===== src/rtl/alu_scheduler.sv =====
// Two-requester front end for a single ALU. Requests are arbitrated round-robin,
// captured, executed for a fixed latency and the response is held until accepted.

module alu (
  input  logic [3:0]  alu_op,
  input  logic [31:0] a,
  input  logic [31:0] b,
  output logic [31:0] result,
  output logic        zero
);
  logic [47:0] mant_prod;
  logic [9:0]  fexp;
  logic [31:0] fmul;
  logic        fsign;
  logic        unused_low_bits;

  // Single-precision multiply: denormals flush to zero, mantissa truncated,
  // overflow saturates to infinity.
  always_comb begin
    fsign     = a[31] ^ b[31];
    mant_prod = {24'b0, 1'b1, a[22:0]} * {24'b0, 1'b1, b[22:0]};
    fexp      = {2'b0, a[30:23]} + {2'b0, b[30:23]} - 10'd127 + {9'b0, mant_prod[47]};
    if (a[30:23] == 8'd0 || b[30:23] == 8'd0 || fexp[9] || fexp == 10'd0) begin
      fmul = {fsign, 31'b0};
    end else if (fexp >= 10'd255) begin
      fmul = {fsign, 8'hff, 23'b0};
    end else begin
      fmul = {fsign, fexp[7:0], mant_prod[47] ? mant_prod[46:24] : mant_prod[45:23]};
    end
  end

  assign unused_low_bits = ^mant_prod[22:0];

  always_comb begin
    case (alu_op)
      4'd0:    result = a + b;
      4'd1:    result = a - b;
      4'd2:    result = a * b;
      4'd3:    result = a & b;
      4'd4:    result = a | b;
      4'd5:    result = fmul;
      4'd6:    result = a ^ b;
      4'd7:    result = a << b[4:0];
      4'd8:    result = a >> b[4:0];
      default: result = 32'd0;
    endcase
    zero = (result == 32'd0);
  end
endmodule

module alu_scheduler #(
  parameter int unsigned MUL_LAT = 3
) (
  input  logic        clk,
  input  logic        rst,
  input  logic        req0_valid,
  output logic        req0_ready,
  input  logic [3:0]  req0_op,
  input  logic [31:0] req0_a,
  input  logic [31:0] req0_b,
  input  logic        req1_valid,
  output logic        req1_ready,
  input  logic [3:0]  req1_op,
  input  logic [31:0] req1_a,
  input  logic [31:0] req1_b,
  output logic        rsp_valid,
  input  logic        rsp_ready,
  output logic        rsp_id,
  output logic [31:0] rsp_result,
  output logic        rsp_zero,
  output logic        rsp_err,
  output logic        busy
);
  typedef enum logic [1:0] {IDLE = 2'd0, EXEC = 2'd1, RESP = 2'd2} state_t;

  localparam logic [3:0] MUL_CNT = 4'(MUL_LAT - 1);

  state_t      state, state_nxt;
  logic [3:0]  cap_op, cnt, sel_op;
  logic [31:0] cap_a, cap_b, sel_a, sel_b, alu_result;
  logic        cap_id, last_grant, grant_id, hs, illegal, alu_zero;

  // Handshake: a request transfers on a cycle where reqN_valid and reqN_ready are
  // both high; the response transfers on a cycle where rsp_valid and rsp_ready are.
  assign grant_id = (req0_valid && req1_valid) ? ~last_grant : req1_valid;
  assign sel_op   = grant_id ? req1_op : req0_op;
  assign sel_a    = grant_id ? req1_a  : req0_a;
  assign sel_b    = grant_id ? req1_b  : req0_b;
  assign hs       = req0_ready | req1_ready;
  assign illegal  = (cap_op > 4'd8);

  always_ff @(posedge clk or posedge rst) begin
    if (rst) state <= IDLE;
    else     state <= state_nxt;
  end

  always_comb begin
    state_nxt = state;
    case (state)
      IDLE:    if (hs) state_nxt = EXEC;
      EXEC:    if (cnt == 4'd0) state_nxt = RESP;
      RESP:    if (rsp_ready) state_nxt = IDLE;
      default: state_nxt = IDLE;
    endcase
  end

  always_comb begin
    req0_ready = (state == IDLE) && !rst && req0_valid && !grant_id;
    req1_ready = (state == IDLE) && !rst && req1_valid && grant_id;
    busy       = (state != IDLE);
    rsp_valid  = (state == RESP);
  end

  always_ff @(posedge clk or posedge rst) begin
    if (rst) begin
      cap_op     <= 4'd0;
      cap_a      <= 32'd0;
      cap_b      <= 32'd0;
      cap_id     <= 1'b0;
      last_grant <= 1'b1;
      cnt        <= 4'd0;
      rsp_id     <= 1'b0;
      rsp_result <= 32'd0;
      rsp_zero   <= 1'b0;
      rsp_err    <= 1'b0;
    end else if (hs) begin
      cap_op     <= sel_op;
      cap_a      <= sel_a;
      cap_b      <= sel_b;
      cap_id     <= grant_id;
      last_grant <= grant_id;
      cnt        <= (sel_op == 4'd2 || sel_op == 4'd5) ? MUL_CNT : 4'd0;
    end else if (state == EXEC) begin
      if (cnt != 4'd0) begin
        cnt <= cnt - 4'd1;
      end else begin
        rsp_result <= illegal ? 32'd0 : alu_result;
        rsp_zero   <= illegal | alu_zero;
        rsp_err    <= illegal;
        rsp_id     <= cap_id;
      end
    end
  end

  alu u_alu (
    .alu_op (cap_op),
    .a      (cap_a),
    .b      (cap_b),
    .result (alu_result),
    .zero   (alu_zero)
  );
endmodule


===== config.mk =====
export PLATFORM = sky130hd
export DESIGN_NAME = alu_scheduler
export DESIGN_NICKNAME = d
export VERILOG_FILES = /design/src/rtl/alu_scheduler.sv
export SDC_FILE = /design/constraint.sdc
export NUM_CORES = 2
export LEC_CHECK = 0
export BUFFER_PORTS_ARGS = -buffer_cell sky130_fd_sc_hd__buf_4
export CORE_MARGIN = 8
export CORE_UTILIZATION = 30
export CTS_BUF_LIST = sky130_fd_sc_hd__clkbuf_8
export CTS_CLUSTER_DIAMETER = 80
export DETAILED_ROUTE_END_ITERATION = 6
export GPL_TIMING_DRIVEN = 0
export PLACE_DENSITY_LB_ADDON = 0.3
export REMOVE_ABC_BUFFERS = 1
export SLEW_MARGIN = 15
export SYNTH_ARGS = -nofsm -noshare
export SYNTH_HDL_FRONTEND = slang
export SYNTH_SLANG_ARGS = --single-unit

===== constraint.sdc =====
create_clock -name clk -period 24.5 [get_ports clk]
set_input_delay 2.45 -clock clk [delete_from_list [all_inputs] [get_ports clk]]
set_output_delay 2.45 -clock clk [all_outputs]
set_load 0.02 [all_outputs]

==> metrics <==
min Tclk post-route 14880 ps; gpl congestion 0.9583; area delta synth->final 9.683%; htree depth 3; # hold bufs at CTS 0; Worst Path Required 24910 ps; Post-synth EDFFs 0; share of layout cells above drive strength 1 7.502%; Compound-Gate Fraction of Synth Area 10.74%; Routed Antenna Nets 0; crit path launch type flip-flop; CORE AREA 149400 um2; post-synth cell types 81; largest fanout on the critical path 24; Mapped Area 45020 um2; Final Util 33.05%; later-pin clock latency in the skew report 460 ps; 1st-pass router iterations 7; Die ar. 162700 um2; period utilization 60.72%; row cnt 142; clk slew on worst S/H paths 130 ps; I/O Buffers 179; Starting Density 30.13%; multiplexer share of the synthesized area 4.394%; adder-cell share of the synthesized area 50.52%; CP Capture Point rsp_zero$_DFFE_PP0P_; Synth area leaders fa_1, ha_1, inv_1; worst r2r path cells 36; Slowest cell on crit path clkinv_1; Hold Vio Cnt, Final 0; reg2reg setup slack 9620 ps; max frequency 67.22 MHz; worst slew pin tran 1325 ps; drt via density 5.174; Post-Synth Simple-Gate Area 12.38%; Final #Nets 6711; cts bufs inserted 9; Post CTS Setup Buffer Count 0; dominant cell type by area after synthesis fa_1; endpoint type of the worst setup path flip-flop; DR WL/cell 24.98 um; Max clock buf depth 2; launch point of the worst reg-to-reg path cap_b[8]$_DFFE_PP0P_; final setup skew 27.01 ps; post-synthesis sequential area ratio 6.173%; count leader, synth inv_1; critical path depth 36; Root Driver clkbuf_8; CTS Sinks 111; GR Overflow Total 0; GRT Util Overall 22.25%; CP Class flip-flop to flip-flop; Buf/Inv on CP 7; hpwl dp 147300 um; RSZ-0062 raised after global routing false; Commonest cells post-synth inv_1, fa_1, nand2_1; synth warn 0; via count 37830; failing checks design-rule violations; total routed wirelength 182700 um; setup_tns 0 ps; Rel. slew slack 11.68%; post-CTS sizing 0; Synth Area per Inst 8.496 um2; largest family of logic cells by synthesized area adder cells; # IOs 180; post-synthesis xor/xnor area fraction 3.260%; Critical Path Start cap_b[8]$_DFFE_PP0P_; HP Class flip-flop to flip-flop; status finished, violations left; Post-Syn Instances 5299; Residual DRC 1; TritonCTS clock tree built; fin. max-slew vios 0; Starting DRT DRC Count 3483; count of maximum capacitance violations 0; Synth top area share 39.62%; Die H 403.4 um; R2R Path End rsp_zero$_DFFE_PP0P_; Die W 403.4 um; synthesis-stage register bit count 111; Final setup viols 0; ys flop type dfrtp_1; Arrival @ worst endpoint 15280 ps; most used cell, CP fa_1; largest net degree at the start of global routing 80; initial antenna violation count 7; CP peak stage delay 1190 ps; Crit path max-delay family adder cells; number of global-route vias before repair 40270; first-pass GRT wire length 269400 um; async set-or-reset flop fraction in the synthesized netlist 100.0%
[cell type report]
class                      instances  area [um2]
inverter                        1242        4677
fill                           15700      100000
multi-input combinational       3688       36680
tap                             2016        2522
antenna                            4       10.01
sequential                       111        2849
timing repair buffer             235        2441
clock buffer                       9       123.9
clock inverter                     7       77.57
[kinds of logic (layout without fill, tap and decap cells)]
logic type                 count (synthesis)  count (layout)
DFF                                      111             111
and+or+nand+nor                         1323            1323
other                                      0               4
xor gates and xnor gates                 166             166
adders and majority gates               1283            1283
muxes                                    167             167
AOI/OAI and AO/OA                        749             749
buffers and inverters                   1500            1493
[worst register-to-register path: cells and delay by family, from the launching register on]
kind | cells | cell delay, ps
buffers and inverters | 7 | 2210
flip-flops | 1 | 950
AND/OR/NAND/NOR | 12 | 4300
AO/OA/AOI/OAI | 7 | 2850
adder cells (fa/ha/maj) | 10 | 4520
[worst min path at each step]
stage | from | to | slack, ps | depth (start not counted)
after floorplan | cap_id$_DFFE_PP0P_ | rsp_id$_DFFE_PP0P_ | 440 | 2
after global placement | rsp_result[28]$_DFFE_PP0P_ | rsp_result[28]$_DFFE_PP0P_ | 470 | 2
after detailed placement | rsp_result[8]$_DFFE_PP0P_ | rsp_result[8]$_DFFE_PP0P_ | 470 | 2
after CTS | cap_id$_DFFE_PP0P_ | rsp_id$_DFFE_PP0P_ | 500 | 2
after global routing | rsp_result[19]$_DFFE_PP0P_ | rsp_result[19]$_DFFE_PP0P_ | 520 | 2
final | cap_id$_DFFE_PP0P_ | rsp_id$_DFFE_PP0P_ | 490 | 2
[stage by stage]
| stage | cell area, um2 | hold WS [ps] | std cells | setup WS, ps |
|---|---|---|---|---|
| final | 49380 | 486.5 | 7312 | 9623 |
| after global routing | 49370 | 518.6 | 7308 | 9251 |
| after CTS | 49360 | 497.1 | 7308 | 10030 |
| after detailed placement | 49160 | 466.2 | 7292 | 10030 |
| after global placement | 47910 | 466.9 | 7236 | 4956 |
| after floorplan | 44040 | 439.5 | 5041 | 8485 |
[routing by layer]
metal,vias to the layer above,wire length [um],GRT usage (%),part of all wire (%)
li1,16470,-,-,-
met1,19350,76430,29.91,42
met2,1670,80120,34.37,44
met3,342,16000,4.799,8.8
met4,2,10110,9.977,5.5
met5,-,9,0,0.0049
[registers in the layout, summed over array words and instances (netlist names)]
signal,count
last_grant,1
cap_op,4
cap_a,32
cnt,4
cap_b,32
rsp_id,1
rsp_err,1
cap_id,1
rsp_result,32
rsp_zero,1
state,2
[cell usage in the layout (no fill, tap or decap), types with 24 or more instances in the layout]
master	instances
a211oi_1	40
a21o_1	46
a21oi_1	156
a221oi_1	26
a31oi_1	27
buf_12	25
buf_4	186
dfrtp_1	70
dfrtp_2	32
fa_1	891
ha_1	392
inv_1	1215
mux2i_1	123
nand2_1	611
nand2b_1	29
nand3_1	34
nand4_1	28
nor2_1	462
nor3_1	30
o211ai_1	24
o21a_1	24
o21ai_0	225
xnor2_1	117
xor2_1	48
Power is not shown: default switching activity piles up to over one toggle a cycle in this logic, so the estimate is an artifact.
